--- config.mk ---
export PLATFORM = sky130hd
export DESIGN_NAME = traffic_light
export DESIGN_NICKNAME = d
export VERILOG_FILES = /design/src/rtl/traffic_light_pkg.sv /design/src/rtl/traffic_rr_arbiter.sv /design/src/rtl/traffic_light.sv
export SDC_FILE = /design/constraint.sdc
export NUM_CORES = 1
export LEC_CHECK = 0
export ABC_CLOCK_PERIOD_IN_PS = 2360
export BUFFER_PORTS_ARGS = -buffer_cell sky130_fd_sc_hd__buf_2
export CELL_PAD_IN_SITES_DETAIL_PLACEMENT = 0
export CELL_PAD_IN_SITES_GLOBAL_PLACEMENT = 1
export CORE_ASPECT_RATIO = 1.75
export CORE_UTILIZATION = 43
export DETAILED_ROUTE_END_ITERATION = 16
export PLACE_DENSITY = 0.87
export SYNTH_ARGS = -nofsm -noshare
export SYNTH_HDL_FRONTEND = slang
export SYNTH_HIERARCHICAL = 1
export SYNTH_SLANG_ARGS = --single-unit
--- constraint.sdc ---
create_clock -name clk -period 2.36 [get_ports clk]
set_input_delay 0.236 -clock clk [delete_from_list [all_inputs] [get_ports clk]]
set_output_delay 0.236 -clock clk [all_outputs]
set_load 0.05 [all_outputs]
--- src/rtl/traffic_light_pkg.sv ---
// Shared definitions for the four-way signal controller: lamp codes,
// approach directions, controller phases and the per-lamp code helper.
package traffic_light_pkg;

  localparam logic [1:0] RED    = 2'b00;
  localparam logic [1:0] YELLOW = 2'b01;
  localparam logic [1:0] GREEN  = 2'b10;

  typedef enum logic [1:0] {
    DIR_N = 2'd0,
    DIR_E = 2'd1,
    DIR_S = 2'd2,
    DIR_W = 2'd3
  } dir_t;

  typedef enum logic [1:0] {
    ST_IDLE   = 2'd0,
    ST_GREEN  = 2'd1,
    ST_YELLOW = 2'd2,
    ST_ALLRED = 2'd3
  } state_t;

  // Lamp code shown on approach 'lamp' while 'active' is being served in phase 'st'.
  function automatic logic [1:0] lamp_code(state_t st, dir_t active, dir_t lamp);
    logic [1:0] code;
    code = RED;
    if (active == lamp) begin
      case (st)
        ST_GREEN:  code = GREEN;
        ST_YELLOW: code = YELLOW;
        default:   code = RED;
      endcase
    end else begin
      code = RED;
    end
    return code;
  endfunction

endpackage

--- src/rtl/traffic_rr_arbiter.sv ---
// Round-robin pick among four approach requests, scanning from the
// approach after the one served last (N,E,S,W order, wrapping).
module traffic_rr_arbiter
  import traffic_light_pkg::*;
(
  input  logic [3:0] req,
  input  logic [1:0] last_dir,
  output logic [1:0] grant,
  output logic       valid
);

  logic [1:0] idx_s;
  logic       hit_s;

  // First requester at offsets 1..4 from last_dir; offset 4 is last_dir itself.
  always_comb begin
    grant = 2'd0;
    valid = 1'b0;
    idx_s = 2'd0;
    hit_s = 1'b0;
    for (int i = 1; i <= 4; i++) begin
      idx_s = last_dir + 2'(i);
      hit_s = !valid && req[idx_s];
      grant = hit_s ? idx_s : grant;
      valid = valid | req[idx_s];
    end
  end

endmodule

--- src/rtl/traffic_light.sv ---
// Four-way intersection controller: one approach at a time goes
// green -> yellow -> all-red, served round-robin among waiting approaches.
module traffic_light
  import traffic_light_pkg::*;
#(
  parameter int GREEN_CYCLES  = 8,
  parameter int YELLOW_CYCLES = 2,
  parameter int ALLRED_CYCLES = 1
) (
  input  logic       clk,
  input  logic       rst,
  input  logic       nss,
  input  logic       sns,
  input  logic       wes,
  input  logic       ews,
  output logic [1:0] n,
  output logic [1:0] s,
  output logic [1:0] w,
  output logic [1:0] e
);

  localparam int MAXC0 = (GREEN_CYCLES > YELLOW_CYCLES) ? GREEN_CYCLES : YELLOW_CYCLES;
  localparam int MAXC  = (MAXC0 > ALLRED_CYCLES) ? MAXC0 : ALLRED_CYCLES;
  localparam int CW    = $clog2(MAXC) + 1;

  state_t        state_r, state_s;
  dir_t          cur_dir_r, cur_dir_s;
  dir_t          last_dir_r, last_dir_s;
  logic [CW-1:0] cnt_r, cnt_s;
  logic [3:0]    req_s;
  logic [1:0]    grant_s;
  logic          valid_s;
  logic          own_s;
  logic          others_s;

  // Request vector is indexed by direction encoding (bit0=N .. bit3=W).
  assign req_s    = {wes, sns, ews, nss};
  assign own_s    = req_s[cur_dir_r];
  assign others_s = |(req_s & ~(4'b0001 << cur_dir_r));

  traffic_rr_arbiter u_arb (
    .req      (req_s),
    .last_dir (last_dir_r),
    .grant    (grant_s),
    .valid    (valid_s)
  );

  // Next phase, served approach, last-served approach and phase counter.
  always_comb begin
    state_s    = state_r;
    cur_dir_s  = cur_dir_r;
    last_dir_s = last_dir_r;
    cnt_s      = cnt_r;
    case (state_r)
      ST_IDLE: begin
        cnt_s = {CW{1'b0}};
        if (valid_s) begin
          state_s   = ST_GREEN;
          cur_dir_s = dir_t'(grant_s);
        end else begin
          state_s = ST_IDLE;
        end
      end
      ST_GREEN: begin
        if (cnt_r == CW'(GREEN_CYCLES - 1)) begin
          cnt_s = {CW{1'b0}};
          // Extend only when this approach is the sole one waiting.
          if (own_s && !others_s) begin
            state_s = ST_GREEN;
          end else begin
            state_s = ST_YELLOW;
          end
        end else begin
          cnt_s = cnt_r + CW'(1);
        end
      end
      ST_YELLOW: begin
        if (cnt_r == CW'(YELLOW_CYCLES - 1)) begin
          cnt_s      = {CW{1'b0}};
          state_s    = ST_ALLRED;
          last_dir_s = cur_dir_r;
        end else begin
          cnt_s = cnt_r + CW'(1);
        end
      end
      ST_ALLRED: begin
        if (cnt_r == CW'(ALLRED_CYCLES - 1)) begin
          cnt_s = {CW{1'b0}};
          if (valid_s) begin
            state_s   = ST_GREEN;
            cur_dir_s = dir_t'(grant_s);
          end else begin
            state_s = ST_IDLE;
          end
        end else begin
          cnt_s = cnt_r + CW'(1);
        end
      end
      default: begin
        state_s = ST_IDLE;
        cnt_s   = {CW{1'b0}};
      end
    endcase
  end

  // State registers and lamps, the lamps decoded from next state so they change with it.
  always_ff @(posedge clk) begin
    if (!rst) begin
      state_r    <= ST_IDLE;
      cur_dir_r  <= DIR_N;
      last_dir_r <= DIR_W;
      cnt_r      <= {CW{1'b0}};
      n          <= RED;
      s          <= RED;
      w          <= RED;
      e          <= RED;
    end else begin
      state_r    <= state_s;
      cur_dir_r  <= cur_dir_s;
      last_dir_r <= last_dir_s;
      cnt_r      <= cnt_s;
      n          <= lamp_code(state_s, cur_dir_s, DIR_N);
      s          <= lamp_code(state_s, cur_dir_s, DIR_S);
      w          <= lamp_code(state_s, cur_dir_s, DIR_W);
      e          <= lamp_code(state_s, cur_dir_s, DIR_E);
    end
  end

endmodule

# Word-level counts from Yosys, hierarchy flattened
# Index checks and enable logic that the tools add are counted.
# op_classes
add_sub_neg,4
reduce_logical,17
bitwise_logic,5
n_div,0
magnitude_cmp,5
n_eq_ne,10
mux,28
mul,0
shifts,1
# ops
operator,n
2-bit 2-to-1 mux,10
4-bit one-hot mux with 4 select lines,1
"2-bit by 3-bit < comparator with 1-bit output, second input constant",5
4-bit 2-to-1 mux,3
1-bit binary-select mux with 2-bit select,5
"2-bit equality test, second input constant",5
2-bit AND reduction,5
2-bit one-hot mux with 2 select lines,2
2-bit one-hot mux with 4 select lines,1
"2-bit by 1-bit equality test with 1-bit output, second input constant",3
1-bit 2-to-1 mux,6
"2-bit adder, second input constant",2
"4-bit by 1-bit adder with 4-bit output, second input constant",1
4-bit bitwise AND,1
"4-bit by 1-bit equality test with 1-bit output, second input constant",1
"4-bit by 3-bit equality test with 1-bit output, second input constant",1
1-bit logical AND,4
1-bit zero test,4
2-bit zero test,2
4-bit zero test,1
4-bit inverter,1
4-bit OR reduction,1
"1-bit by 2-bit left shift with 4-bit output, first input constant",1
1-bit OR,3
"2-bit by 1-bit adder with 2-bit output, second input constant",1
# word_totals
inputBits,6
mem_bits_rw,0
mem_bits_ro,0
ff_bits,18
output_inout_bits,8
elab_cells,78
latchBits,0
memories,0

# Logic depth before layout (Yosys ltp)
# logic_depth
depth_word,13
ltp_mapped,8
mapped_depth_nobuf,7

# Hierarchy
# Netlist, hierarchy kept.
# modules_own_cells
module,seq_area_each_um2,area_per_inst_um2,cells_per_inst,n_inst
traffic_light,360.3,1051.0,105,1
traffic_rr_arbiter,0.0,91.3,14,1

# Worst setup path after synthesis
# OpenSTA, ideal clock, no wires.
# synth_timing
path_type,reg2reg
from,reg state_r[0]
to,reg e[1]
setup_time_ns,0.117
slack_ns,0.437
stages_incl_launch_ff,8
n_path_buf,0
required_time_ns,2.243
period_less_slack_ns,1.923
arrival_ns,1.806
path_cell_list,dfxtp_1 -> inv_1 -> ha_1 -> and4bb_2 -> a311oi_1 -> o21ai_1 -> a21oi_2 -> and4b_1
# synth_via
elab_chain_cells,4
elab_cells_between_ends,14
classes_between,6 x eq/ne; 6 x mux; 2 x reduce/logical
# synth_rtl
element,line,text
"start, declared",traffic_light.sv:26,"state_t state_r, state_s;"
"start signal, assigned",traffic_light.sv:118,state_r <= state_s;
2-bit equality test (tied with other cells),traffic_light.sv:54,case (state_r)
2-bit one-hot mux with 4 select lines / 2-bit one-hot mux with 2 select lines (equally long branches),traffic_light.sv:54,
2-bit equality test (tied with other cells),traffic_light_pkg.sv:28,case (st)
2-bit one-hot mux with 2 select lines / 2-bit AND reduction (equally long branches),-,
"end signal, assigned",traffic_light.sv:125,"e <= lamp_code(state_s, cur_dir_s, DIR_E);"
"end, declared",traffic_light.sv:19,output logic [1:0] e
# Several ways; a longest one is shown, not always the timed one.
# A chain may end at the register's enable or synchronous reset.

# Worst setup path after layout
# Ends and elaborated chain as after synthesis.

==> results_tabular.tex <==
\begin{tabular}{lr}
\hline
Metric & Value \\
\hline
\multicolumn{2}{l}{\textbf{Hold path}} \\
Min-Delay Endpoint & last\_dir\_r[1] \\
Hold crit path type & input port to flip-flop \\
Worst hold path startpoint & rst \\
Number of instances on the worst hold path & 2 \\
\multicolumn{2}{l}{\textbf{Timing}} \\
Transition time at the pin with the least slew margin & slightly below 0.5 ns \\
Hold violation count in the final report & 0 \\
Worst max-slew margin expressed relative to the limit & 0.678 \\
Max-slew violation total from the final report & 0 \\
Setup TNS Final & 0 ns \\
Peak Freq & 455 MHz \\
Setup repair after global routing missed its margin & false \\
Fin Clk Skew & 0.0133 ns \\
Final setup vio count & 0 \\
Tcrit/Tclk final & 0.932 \\
Time the worst path needs with I/O delays and setup & 2.20 ns \\
\multicolumn{2}{l}{\textbf{Setup path}} \\
CP bufs+invs & 1 \\
Nature of the critical path startpoint & flip-flop \\
Origin of the critical flop-to-flop path & state\_r[0] \\
Largest fanout on the critical path & 6 \\
Critical Path Sink Type & flip-flop \\
R2r endpoint & e[1] \\
Sequence of cells on the critical path & inv\_1, ha\_1, and4bb\_2, a311oi\_1, o21ai\_1, a21oi\_2, and4b\_1 \\
Reg-to-reg slack, setup & 0.16 ns \\
Cell type group with the largest total delay on the critical path & compound AO/OA/AOI/OAI gates \\
Arrival time of the worst setup path & 2.33 ns \\
Master of the slowest instance on the critical path & sky130\_fd\_sc\_hd\_\_dfxtp\_1 \\
Classification of the worst setup path & flip-flop to flip-flop \\
Peak per-stage delay on the critical path & 0.38 ns \\
Worst EP required & 2.50 ns \\
Logic depth of the worst register-to-register path & 7 \\
\multicolumn{2}{l}{\textbf{Finish}} \\
Synth-to-Final Area Change & 11.7\% \\
Fraction of final layout cells with drive strength greater than 1 & 0.271 \\
Number of inserted filler cells in the final layout & 242 \\
Number of standard cells in the layout, taps in and fillers out & 159 \\
Footprint of the multi-input gates & 737 sq um \\
Sequential cell area & around 360 sq um \\
Diodes inserted & 0 \\
Fin nets & 147 \\
\multicolumn{2}{l}{\textbf{GRT}} \\
Vias in the first global route & 929 \\
Antenna violations before repair & 0 \\
Grt total ovfl & 0 \\
Tot GR Track Use & 0.198 \\
First-pass GRT wire length & slightly above 4000 microns \\
Pin count of the biggest net entering global routing & 11 \\
\multicolumn{2}{l}{\textbf{Drt}} \\
Antenna-violating nets left & 0 \\
Drt total wl & 2420 microns \\
Routed wire length per instance & 15.2 microns \\
Remaining DRCs & 0 \\
Pre-antenna DRT Iters & 4 \\
Count of routing violations after the opening detailed-route iteration & 21 \\
Overall via count from detail\_route & 933 \\
Via density per instance & between 5 and 6 \\
\multicolumn{2}{l}{\textbf{Floorplanning}} \\
Die height & 70.2 microns \\
I/O Pins & 14 \\
Chip Width & between 40 and 50 microns \\
Standard cell core area & 2490 sq um \\
Initial cell density of the core & 0.458 \\
Cell row count & 24 \\
Die Footprint & 2870 sq um \\
\multicolumn{2}{l}{\textbf{Placed design}} \\
Routability congestion estimate from global placement & 0.856 \\
Count of input and output buffers & 13 \\
Placed instance count & 155 \\
Detailed Place HPWL & 1930 microns \\
\multicolumn{2}{l}{\textbf{Clock tree}} \\
Count of hold buffers inserted by post-cts repair & 0 \\
Clock tree from TritonCTS & yes \\
H-Tree Level Count & 1 \\
Insertion delay of the later-clocked pin in the worst-skew pair & 0.26 ns \\
Root Buffer Master & sky130\_fd\_sc\_hd\_\_clkbuf\_8 \\
Clock transition at the register clock pins on the worst setup and hold paths after CTS & 0.08 ns \\
Clock tree sinks & 18 \\
Post-CTS setup-driven buffer insertion count & 0 \\
Total CTS buffers & 3 \\
Number of gates resized after CTS & 0 \\
CTS Buffer Depth & 2 \\
\multicolumn{2}{l}{\textbf{Synthesis}} \\
Count of flip-flops with a built-in enable after synthesis & 0 \\
Post-Synthesis Cells & 119 \\
Dominant synthesized flop cell & sky130\_fd\_sc\_hd\_\_dfxtp\_1 \\
Flops \& latches, synth & 18 \\
Proportion of synthesized chip area in sequential cells & 0.315 \\
Dominant cells by area after synthesis & sky130\_fd\_sc\_hd\_\_dfxtp\_1 (32\%), sky130\_fd\_sc\_hd\_\_ha\_1 (7.7\%), sky130\_fd\_sc\_hd\_\_mux2i\_1 (3.5\%), sky130\_fd\_sc\_hd\_\_a21oi\_1 (3.1\%), sky130\_fd\_sc\_hd\_\_nor2b\_1 (2.7\%) \\
Library cell with the largest summed area after synthesis & sky130\_fd\_sc\_hd\_\_dfxtp\_1 \\
Distinct cell type count after synthesis & 47 \\
Most repeated cell in the gate-level netlist after synthesis & sky130\_fd\_sc\_hd\_\_dfxtp\_1 \\
Portion of synthesized cell area occupied by the leading cell type & 0.315 \\
Avg Synthesized Cell Area & 9.60 sq um \\
Ys async rst share & 0 \\
Yosys Warn Count & 6 \\
Syn Nets & 132 \\
Summed instance area of the synthesized netlist & 1140 sq um \\
\multicolumn{2}{l}{\textbf{Status}} \\
Result of the run & completed \\
\multicolumn{2}{l}{\textbf{Power and ir drop}} \\
Leakage & 0.533 nW \\
Part of the power in registers & 0.462 \\
Net switching fraction of the power & 0.264 \\
Logic pwr share & 0.170 \\
Internal power of the cells & between 0.5 and 0.6 mW \\
Clock power share & 0.368 \\
Switching pwr & around 0.18 mW \\
PwrDens & 537 nW/um\^{}2 \\
VDD IR-drop max & roughly 0.00041 V \\
\multicolumn{2}{l}{\textbf{Job}} \\
Number of maximum-capacitance constraint violations & 0 \\
\hline
\end{tabular}
[power groups by stage]
stage	Clock (mW)	Combinational, mW	Sequential, mW
5_1_grt	0.264	0.126	0.318
4_1_cts	0.258	0.117	0.317
3_5_place_dp	0	0.115	0.324
2_1_floorplan	0	0.0807	0.331
6_report	0.252	0.117	0.317
3_3_place_gp	0	0.113	0.324
[area by class of cell]
class,instances,area share
well taps,26,0.0255
clock buffers,4,0.0431
flip-flops and latches,18,0.282
repair buffers,13,0.0510
multi-input cells,91,0.577
inverters,7,0.0206
[placed cells by master (no fill, tap or decap), types with 3 or more instances in the layout]
| cell type | synthesis | routed |
|---|---|---|
| sky130_fd_sc_hd__nand2b_1 | 3 | 3 |
| sky130_fd_sc_hd__ha_1 | 7 | 7 |
| sky130_fd_sc_hd__a21oi_1 | 7 | 7 |
| sky130_fd_sc_hd__o21ai_0 | 6 | 6 |
| sky130_fd_sc_hd__nand2_1 | 7 | 7 |
| sky130_fd_sc_hd__nand3_1 | 3 | 3 |
| sky130_fd_sc_hd__clkbuf_8 | 0 | 4 |
| sky130_fd_sc_hd__nor2_1 | 7 | 7 |
| sky130_fd_sc_hd__nor2b_1 | 5 | 5 |
| sky130_fd_sc_hd__mux2i_1 | 4 | 4 |
| sky130_fd_sc_hd__inv_1 | 7 | 7 |
| sky130_fd_sc_hd__buf_2 | 0 | 13 |
| sky130_fd_sc_hd__dfxtp_1 | 18 | 18 |
[how the worst max path moves through the flow]
stage / depth (start not counted) / startpoint / to
2_1_floorplan: 7 / state_r[0] / e[1]
3_3_place_gp: 7 / state_r[0] / e[1]
3_5_place_dp: 7 / state_r[0] / e[1]
4_1_cts: 7 / state_r[0] / e[1]
5_1_grt: 7 / state_r[0] / e[1]
6_report: 7 / state_r[0] / e[1]
[metal layers]
layer | GRT usage | vias to the layer above | part of all wire
met2 | 0.349 | 17 | 0.56
met1 | 0.215 | 444 | 0.39
met5 | 0 | - | 0
met4 | 0.0704 | 0 | 0.031
li1 | - | 464 | -
met3 | 0.0286 | 8 | 0.018
[per-stage QoR]
stage | hold WS (ns) | utilization | total power [mW] | area, sq um | setup WS [ns]
3_3_place_gp | 0.460 | 0.490 | 0.437 | 1220 | 0.223
2_1_floorplan | 0.298 | - | 0.412 | 1140 | 0.437
5_1_grt | 0.230 | 0.512 | 0.709 | 1280 | 0.00497
6_report | 0.216 | 0.512 | 0.686 | 1280 | 0.161
3_5_place_dp | 0.488 | 0.490 | 0.439 | 1220 | 0.178
4_1_cts | 0.220 | 0.512 | 0.691 | 1280 | 0.156
[sequential cells by signal (all words and copies together) (netlist names)]
signal and count:
e 2, last_dir_r 2, w 2, s 2, cnt_r 4, n 2
state_r 2, cur_dir_r 2
[kinds of logic (layout without fill, tap and decap cells)]
| family | count (synthesis) | count (layout) | share of synthesized area |
|---|---|---|---|
| AO/OA/AOI/OAI | 34 | 34 | 0.260 |
| XOR/XNOR | 1 | 1 | 0.00767 |
| adder cells (fa/ha/maj) | 7 | 7 | 0.0767 |
| buffers and inverters | 10 | 24 | 0.0394 |
| flip-flops | 18 | 18 | 0.315 |
| multiplexers | 5 | 5 | 0.0548 |
| AND/OR/NAND/NOR | 44 | 44 | 0.246 |
Power figures use the tool's default switching activity.
